## config.mk

```make
export PLATFORM = sky130hd
export DESIGN_NAME = tone_sequencer
export DESIGN_NICKNAME = d
export VERILOG_FILES = /design/src/rtl/tone_sequencer.sv
export SDC_FILE = /design/constraint.sdc
export NUM_CORES = 1
export LEC_CHECK = 0
export ABC_AREA = 1
export CAP_MARGIN = 20
export CORE_MARGIN = 2
export CORE_UTILIZATION = 40
export DETAILED_ROUTE_END_ITERATION = 10
export PLACE_DENSITY = 0.53
export SYNTH_ARGS = -nofsm -noshare
export SYNTH_HDL_FRONTEND = slang
export SYNTH_HIERARCHICAL = 1
export SYNTH_SLANG_ARGS = --single-unit
```

## constraint.sdc

```tcl
create_clock -name clk -period 5.4 [get_ports clk]
set_input_delay 1.08 -clock clk [delete_from_list [all_inputs] [get_ports clk]]
set_output_delay 1.08 -clock clk [all_outputs]
set_load 0.01 [all_outputs]
```

## src/rtl/tone_sequencer.sv

```systemverilog
// Note-queue controller for the LUT sine generator: FIFO'd (step, dur) commands play as LOAD -> PLAY -> optional GAP.
// First LOAD one cycle after a command lands in an empty FIFO; cmd_ready drops only when the FIFO is full.

module tone_fifo #(
    parameter int W     = 8,
    parameter int DEPTH = 4
) (
    input  logic                   clk,
    input  logic                   reset,
    input  logic                   i_flush,
    input  logic                   i_push,
    input  logic [W-1:0]           i_push_dat,
    input  logic                   i_pop,
    output logic [W-1:0]           o_head_dat,
    output logic                   o_full,
    output logic                   o_empty,
    output logic [$clog2(DEPTH):0] o_level
);
    localparam int AW = $clog2(DEPTH);
    localparam logic [AW:0] FULL_LVL = DEPTH[AW:0];

    logic [W-1:0]  r_mem [DEPTH];
    logic [AW-1:0] r_wr_ptr;
    logic [AW-1:0] r_rd_ptr;
    logic [AW:0]   r_level;
    logic          w_push;
    logic          w_pop;

    assign o_full     = (r_level == FULL_LVL);
    assign o_empty    = (r_level == '0);
    assign o_level    = r_level;
    assign o_head_dat = r_mem[r_rd_ptr];
    assign w_push     = i_push && !o_full;
    assign w_pop      = i_pop && !o_empty;

    always_ff @(posedge clk or posedge reset) begin
        if (reset) begin
            r_wr_ptr <= '0;
            r_rd_ptr <= '0;
            r_level  <= '0;
        end else if (i_flush) begin
            r_wr_ptr <= '0;
            r_rd_ptr <= '0;
            r_level  <= '0;
        end else begin
            if (w_push) r_wr_ptr <= r_wr_ptr + 1'b1;
            if (w_pop)  r_rd_ptr <= r_rd_ptr + 1'b1;
            if (w_push && !w_pop)      r_level <= r_level + 1'b1;
            else if (!w_push && w_pop) r_level <= r_level - 1'b1;
        end
    end

    always_ff @(posedge clk) begin
        if (w_push && !i_flush) r_mem[r_wr_ptr] <= i_push_dat;
    end
endmodule

module tone_sequencer #(
    parameter int PERIOD_W   = 16,
    parameter int DUR_W      = 16,
    parameter int TICK_DIV   = 1000,
    parameter int GAP_TICKS  = 0,
    parameter int FIFO_DEPTH = 4
) (
    input  logic                        clk,
    input  logic                        reset,
    input  logic                        cmd_valid,
    output logic                        cmd_ready,
    input  logic [PERIOD_W-1:0]         cmd_step,
    input  logic [DUR_W-1:0]            cmd_dur,
    input  logic                        abort,
    output logic                        sin_clk,
    output logic                        sine_reset,
    output logic                        mute,
    output logic                        note_done,
    output logic                        busy,
    output logic [$clog2(FIFO_DEPTH):0] fifo_level
);
    typedef struct packed {
        logic [PERIOD_W-1:0] step;
        logic [DUR_W-1:0]    dur;
    } cmd_t;

    typedef enum logic [1:0] {S_IDLE, S_LOAD, S_PLAY, S_GAP} state_t;

    localparam int TICK_W  = (TICK_DIV > 1) ? $clog2(TICK_DIV) : 1;
    localparam int GAP_CYC = (GAP_TICKS > 0) ? GAP_TICKS * TICK_DIV : 1;
    localparam int GAP_W   = (GAP_CYC > 1) ? $clog2(GAP_CYC) : 1;
    localparam logic [TICK_W-1:0] TICK_LAST = TICK_W'(TICK_DIV - 1);
    localparam logic [GAP_W-1:0]  GAP_LAST  = GAP_W'(GAP_CYC - 1);

    state_t              r_state;
    state_t              w_next;
    cmd_t                w_cmd_in;
    cmd_t                w_head;
    logic                w_full;
    logic                w_empty;
    logic                w_pop;
    logic [PERIOD_W-1:0] r_step;
    logic [DUR_W-1:0]    r_dur;
    logic [PERIOD_W-1:0] r_step_ctr;
    logic [TICK_W-1:0]   r_tick_ctr;
    logic [GAP_W-1:0]    r_gap_ctr;
    logic                w_step_hit;
    logic                w_tick_wrap;
    logic                w_last;
    logic                w_gap_end;

    assign w_cmd_in    = {cmd_step, cmd_dur};
    assign cmd_ready   = !w_full;
    assign w_pop       = (r_state == S_LOAD) && !abort;
    assign busy        = (r_state != S_IDLE) || !w_empty;
    assign w_step_hit  = (r_step != '0) && (r_step_ctr == r_step - 1'b1);
    assign w_tick_wrap = (r_tick_ctr == TICK_LAST);
    assign w_last      = w_tick_wrap && (r_dur == DUR_W'(1));
    assign w_gap_end   = (r_gap_ctr == GAP_LAST);

    tone_fifo #(.W($bits(cmd_t)), .DEPTH(FIFO_DEPTH)) u_fifo (
        .clk        (clk),
        .reset      (reset),
        .i_flush    (abort),
        .i_push     (cmd_valid && !abort),
        .i_push_dat (w_cmd_in),
        .i_pop      (w_pop),
        .o_head_dat (w_head),
        .o_full     (w_full),
        .o_empty    (w_empty),
        .o_level    (fifo_level)
    );

    always_ff @(posedge clk or posedge reset) begin
        if (reset) r_state <= S_IDLE;
        else       r_state <= w_next;
    end

    // abort overrides everything: no strobes, no note_done, straight to IDLE
    always_comb begin
        w_next     = r_state;
        sin_clk    = 1'b0;
        sine_reset = 1'b0;
        note_done  = 1'b0;
        mute       = 1'b1;
        unique case (r_state)
            S_IDLE: if (!w_empty) w_next = S_LOAD;
            S_LOAD: begin
                sine_reset = !abort;
                w_next     = S_PLAY;
            end
            S_PLAY: begin
                sin_clk   = w_step_hit && !abort;
                note_done = w_last && !abort;
                mute      = (r_step == '0);
                if (w_last) begin
                    if (GAP_TICKS > 0) w_next = S_GAP;
                    else               w_next = w_empty ? S_IDLE : S_LOAD;
                end
            end
            S_GAP: if (w_gap_end) w_next = w_empty ? S_IDLE : S_LOAD;
            default: w_next = S_IDLE;
        endcase
        if (abort) w_next = S_IDLE;
    end

    always_ff @(posedge clk or posedge reset) begin
        if (reset) begin
            r_step     <= '0;
            r_dur      <= '0;
            r_step_ctr <= '0;
            r_tick_ctr <= '0;
            r_gap_ctr  <= '0;
        end else begin
            unique case (r_state)
                S_LOAD: begin
                    r_step     <= w_head.step;
                    r_dur      <= (w_head.dur == '0) ? DUR_W'(1) : w_head.dur;
                    r_step_ctr <= '0;
                    r_tick_ctr <= '0;
                end
                S_PLAY: begin
                    if (w_step_hit)          r_step_ctr <= '0;
                    else if (r_step != '0)   r_step_ctr <= r_step_ctr + 1'b1;
                    if (w_tick_wrap) begin
                        r_tick_ctr <= '0;
                        r_dur      <= r_dur - 1'b1;
                    end else begin
                        r_tick_ctr <= r_tick_ctr + 1'b1;
                    end
                    r_gap_ctr <= '0;
                end
                S_GAP:   r_gap_ctr <= r_gap_ctr + 1'b1;
                default: ;
            endcase
        end
    end
endmodule

```

After elaboration in Yosys (flattened, before gate mapping)
Memories as Yosys holds them, arrays and structs flattened.
Index checks and enable logic that the tools add are counted.
Widths: inputs -> output; s select.
{ "word_totals": {"register_bits": 68, "ram_bits": 128, "inputBits": 36, "out_inout_bits": 9, "wordCells": 90, "mem_count": 1} }
{ "memory_table": {"columns": ["name", "depth", "word_bits", "read_ports", "rd_ports_with_merged_regs", "wr", "line_no", "text"], "rows": [
  ["u_fifo.r_mem", 4, 32, 1, 0, 1, "22", "logic [W-1:0] r_mem [DEPTH];"]
]} }
{ "classes": {"add_sub_neg": 9, "n_eq_ne": 12, "mux": 28, "reduce_logical": 31} }
{ "ops": {"columns": ["operator", "count"], "rows": [
  ["$mux 16", 4],
  ["$pmux 16 s2", 2],
  ["$logic_not 16->1", 2],
  ["$sub 16x1->16 const B", 2],
  ["$pmux 10 s2", 1],
  ["$add 16x1->16 const B", 1],
  ["$eq 16x1->1 const B", 1],
  ["$eq 16x16->1", 1],
  ["$mux 2", 8],
  ["$reduce_bool 16->1", 1],
  ["$ne 3x3->1 const B", 4],
  ["$logic_and 1x1->1", 11],
  ["$add 10x1->10 const B", 1],
  ["$eq 10x10->1 const B", 1],
  ["$mux 10", 1],
  ["$reduce_bool 2->1", 5],
  ["$mux 3", 3],
  ["$pmux 2 s4", 1],
  ["$mux 1", 7],
  ["$logic_not 1->1", 5],
  ["$add 2x1->2 const B", 2],
  ["$eq 2x2->1 const B", 2],
  ["$reduce_and 2->1", 2],
  ["$add 3x1->3 const B", 1],
  ["other kinds (11)", 11]
]} }

Depth between registers and ports, before layout
{ "logic_depth": {"word_depth": 8, "ltp_mapped": 16, "mapped_depth_nobuf": 15} }

Hierarchy
Netlist, hierarchy kept.
{ "modules_own_cells": {"columns": ["mod", "instances", "cells_per_inst", "area_per_inst_um2", "seq_area_each_um2"], "rows": [
  ["tone_fifo", 1, 377, 5240.0, 4018.9],
  ["tone_sequencer", 1, 617, 4324.1, 1526.5]
]} }

Worst setup path before layout
Ideal clock, no wire load.
{ "synth_timing": {"kind": "input to register", "startpoint": "input port cmd_valid", "endpoint": "memory u_fifo/r_mem[0][0] (netlist bit) (enable)", "setup_time_ps": 421, "t_arrival_ps": 2943, "required_ps": 4979, "path_slack_ps": 2036, "path_stages": 6, "path_buffers": 0, "path_cell_list": "inv_1 nor2_1 inv_1 a21oi_2 nand2_1 nor2_1"} }
{ "synth_between": {"elab_chain_cells": 5} }
{ "synth_rtl": {"columns": ["item", "line_no", "text"], "rows": [
  ["start: declaration", "67", "input logic cmd_valid,"],
  ["$logic_and 1x1->1", "122", ".i_push (cmd_valid && !abort),"],
  ["$logic_and 1x1->1", "33", "assign w_push = i_push && !o_full;"],
  ["$logic_and 1x1->1", "54", "if (w_push && !i_flush) r_mem[r_wr_ptr] <= i_push_dat;"],
  ["$mux 1", "54", null],
  ["$mux 1 (implied by the code)", "54", null],
  ["end: declaration", "22", null]
]} }
No other way between the ends.

Worst setup path in the final report
{ "layout_timing": {"startpoint": "register r_state[0]", "endpoint": "output port note_done"} }
{ "layout_between": {"elab_chain_cells": 2} }
{ "layout_rtl": {"columns": ["item", "line_no", "text"], "rows": [
  ["start: declaration", "92", "state_t r_state;"],
  ["start signal: assignment", "133", "else r_state <= w_next;"],
  ["$eq 2x2->1", "143", "unique case (r_state)"],
  ["$mux 1", "143", null],
  ["end: declaration", "75", "output logic note_done,"]
]} }
No other way between the ends.

==> impl_metrics.json <==
{
  "mapped_avg_cell_area_um2": 9.62,
  "postCtsSetupBuffers": 0,
  "grt_antenna_before_repair": 0,
  "required_ns": 4.32,
  "number_of_global_route_vias_before_repair": 6462,
  "number_of_placed_cells_counting_well_taps": 1330,
  "worstReg2RegEnd": "r_dur[4]",
  "post_synth_num_cell_types": 42,
  "detailroute.via_count": 6705,
  "core_area_um2": 23500,
  "worst-r2r-cell-count": 9,
  "reg2reg_slack_ns": 2.19,
  "hp-class": "reg -> reg",
  "max-vdd-ir-drop_v": 0.000199,
  "p_int_mw": 2.86,
  "maxClockFrequency_mhz": 242,
  "cell_chosen_for_the_clock_root": "sky130_fd_sc_hd__clkbuf_16",
  "critical_path.most_common_cell": "sky130_fd_sc_hd__inv_1",
  "yosysSeqAreaShare": 0.580,
  "drt_pass1_iterations": 5,
  "hold_violations": 0,
  "ys.warnings.count": 6,
  "worstMarginPinSlew_ns": 0.908,
  "synth-adder-area-share": 0.0191,
  "fin_setup_tns_ns": 0,
  "fin_worst_hold_slack_ns": 0.498,
  "wirelength_um": 20800,
  "post_synth_instance_area_um2": 9560,
  "route.detailed.vias_per_inst": 4.92,
  "synthSimpleGateAreaFrac": 0.212,
  "final_cell_area_um2": 11000,
  "setup_viol": 0,
  "tritoncts": "built",
  "die_boundary_width_um": 159,
  "synth_compound_gate_area_share": 0.0951,
  "critical_path.endpoint_type": "primary output",
  "buffer_ports.inserted": 44,
  "final_cells": 1363,
  "synth_top_family_by_area": "simple AND/OR/NAND/NOR gates",
  "outcome": "completed",
  "drive_above_1_share": 0.102,
  "dpl.hpwl_um": 14100,
  "timing.critical_path.cells": "inv_1 -> ha_1 -> inv_1 -> nor3_1 -> clkdlybuf4s50_1",
  "wire_length_of_the_first_global_routing_pass_um": 33900,
  "tritoncts_num_sinks": 196,
  "cts_hold_repair.buffers": 0,
  "setup_repair_after_global_routing_missed_its_margin": "no",
  "hold-path-cell-count": 1,
  "hold_path_sink": "r_gap_ctr",
  "layout_setup_ws_ns": 1.27,
  "swShare": 0.360,
  "mostFrequentLayoutCells": "sky130_fd_sc_hd__nand2_1, sky130_fd_sc_hd__nor2_1, sky130_fd_sc_hd__edfxtp_1, sky130_fd_sc_hd__inv_1, sky130_fd_sc_hd__o21ai_0",
  "worst_path_max_delay_cell": "sky130_fd_sc_hd__ha_1",
  "worstPathArrival_ns": 3.05,
  "p_leak_nw": 4.40,
  "pwr_density_nw_per_um2": 408,
  "preCtsSetupSlack_ns": 1.44,
  "finalClockSkew_ns": 0.0111,
  "p_seq_frac": 0.430,
  "dieHeight_um": 159,
  "grt_util_all_layers": 0.175,
  "final_number_of_max_transition_violations": 0,
  "fp.dieArea_um2": 25200,
  "total_power_mw": 4.47,
  "critical_path_class": "reg -> out",
  "mappedNetlistNets": 1044,
  "drt-initial-drc-count": 368,
  "clock_period_minus_worst_slack_ns": 4.13,
  "placement.cell_area_um2": 10300,
  "cts_inserted_buffers": 17,
  "post_cts_resized": 0,
  "drt-wirelength-per-cell_um": 15.3,
  "remaining_drc_errors": 0,
  "post_synth_mux_area_share": 0.00105,
  "worst-path-max-fanout": 22,
  "n_antenna_cell": 0,
  "timing.max_cap.violations": 0,
  "yosys.area_share.xor_xnor": 0.0310,
  "syn2layout_area_growth_pct": 14.5,
  "overflow": 0,
  "postSynthCellCount": 994,
  "finish.net_count": 1081,
  "grt_start_max_net_pins": 66,
  "worst_setup_path_start_kind": "flop",
  "worst_skew_pair.late_latency_ns": 0.44,
  "net_switching_power_of_the_design_mw": 1.61,
  "post-route-util": 0.467,
  "start_util": 0.407,
  "postSynthRegisterBits": 196,
  "design.portCount": 45,
  "combPwrFrac": 0.279,
  "layout.cells.most_common": "sky130_fd_sc_hd__nand2_1",
  "cts.reportedPaths.clkPinSlew_ns": 0.07,
  "ctsHtreeMaxLevel": 4,
  "rows": 56,
  "timing.hold.worst.start": "r_gap_ctr",
  "worst_r2r_startpoint": "r_state[1]",
  "crit_path_max_incr_delay_ns": 0.61,
  "place_congestion": 0.780,
  "clockBufferDepth": 2,
  "slew-limit-headroom": 0.395,
  "min_period_over_period": 0.765,
  "drt.antenna.violating_nets": 0,
  "share_clk_of_total_power": 0.291
}
## worst max path at each step
| stage | startpoint | endpoint | slack [ns] | cells past startpoint |
|---|---|---|---|---|
| 6_report | r_state[0] | note_done | 1.27 | 5 |
| 5_1_grt | r_step[0] | sin_clk | 1.01 | 14 |
| 4_1_cts | r_state[0] | note_done | 1.19 | 5 |
| 3_5_place_dp | abort | u_fifo/r_mem[0][27] | 1.44 | 6 |
| 3_3_place_gp | abort | u_fifo/r_mem[0][24] | 1.50 | 6 |
| 2_1_floorplan | cmd_valid | u_fifo/r_mem[0][0] | 2.04 | 6 |
## sequential cells by signal, indices dropped and copies added, names as in the netlist
name and flops:
r_dur 16, r_gap_ctr 1, r_state 2, r_step 16
r_step_ctr 16, r_tick_ctr 10, u_fifo/o_level 3, u_fifo/r_mem 128
u_fifo/r_rd_ptr 2, u_fifo/r_wr_ptr 2
## cell families (layout without fill, tap and decap cells)
| kind of cell | Yosys count | after routing |
|---|---|---|
| AND/OR/NAND/NOR | 441 | 441 |
| flip-flops | 196 | 196 |
| XOR/XNOR | 33 | 33 |
| AO/OA/AOI/OAI | 167 | 167 |
| multiplexers | 1 | 1 |
| adder cells (fa/ha/maj) | 14 | 14 |
| buffers and inverters | 142 | 192 |
## cells in the mapped netlist, drive strengths merged
master | count | area [um2]
nand2 | 202 | 813
a31oi | 7 | 43.8
nor2 | 151 | 651
o22ai | 36 | 225
a41oi | 1 | 8.76
edfxtp | 128 | 3840
nand4 | 7 | 43.8
xor2 | 26 | 235
clkinv | 1 | 3.75
o21ai | 100 | 500
buf | 16 | 114
xnor2 | 7 | 61.3
a22oi | 2 | 15.0
nor3 | 11 | 66.3
fa | 1 | 20.0
nand3b | 5 | 37.5
and3 | 2 | 12.5
a21oi | 18 | 93.8
clkbuf | 19 | 72.6
nand3 | 49 | 315
or2 | 1 | 6.26
ha | 13 | 163
dfrtp | 68 | 1700
mux2i | 1 | 10.0
inv | 106 | 398
nor4 | 9 | 56.3
o211ai | 3 | 22.5
nor3b | 4 | 30.0
## critical path: cells and delay by family (launching register included)
kind                     cells  cell delay (ns)
buffers and inverters        3             1.26
adder cells (fa/ha/maj)      1             0.61
flip-flops                   1             0.41
AND/OR/NAND/NOR              1             0.33
## power by group through the flow
stage / Combinational, mW / Clock [mW] / Sequential (mW)
floorplan: 0.966 / 0 / 1.91
global placement: 1.25 / 0 / 1.95
detailed placement: 1.26 / 0 / 1.95
CTS: 1.26 / 1.33 / 1.92
global route: 1.44 / 1.39 / 1.95
finish: 1.25 / 1.30 / 1.92
## layout make-up
| cell class | count | area [um2] |
|---|---|---|
| well taps | 319 | 399 |
| repair buffers | 53 | 528 |
| flip-flops and latches | 196 | 5550 |
| clock inverters | 14 | 185 |
| clock buffers | 18 | 429 |
| inverters | 107 | 402 |
| multi-input cells | 656 | 3460 |
| fillers | 2257 | 12500 |
## routing by layer
metal	share of wire	vias up	GRT usage
met1	0.50	3204	0.249
li1	-	3397	-
met4	0.0092	0	0.0433
met3	0.030	15	0.0264
met5	0	-	0
met2	0.47	89	0.284
No activity file was read; power rests on OpenSTA's default activity.
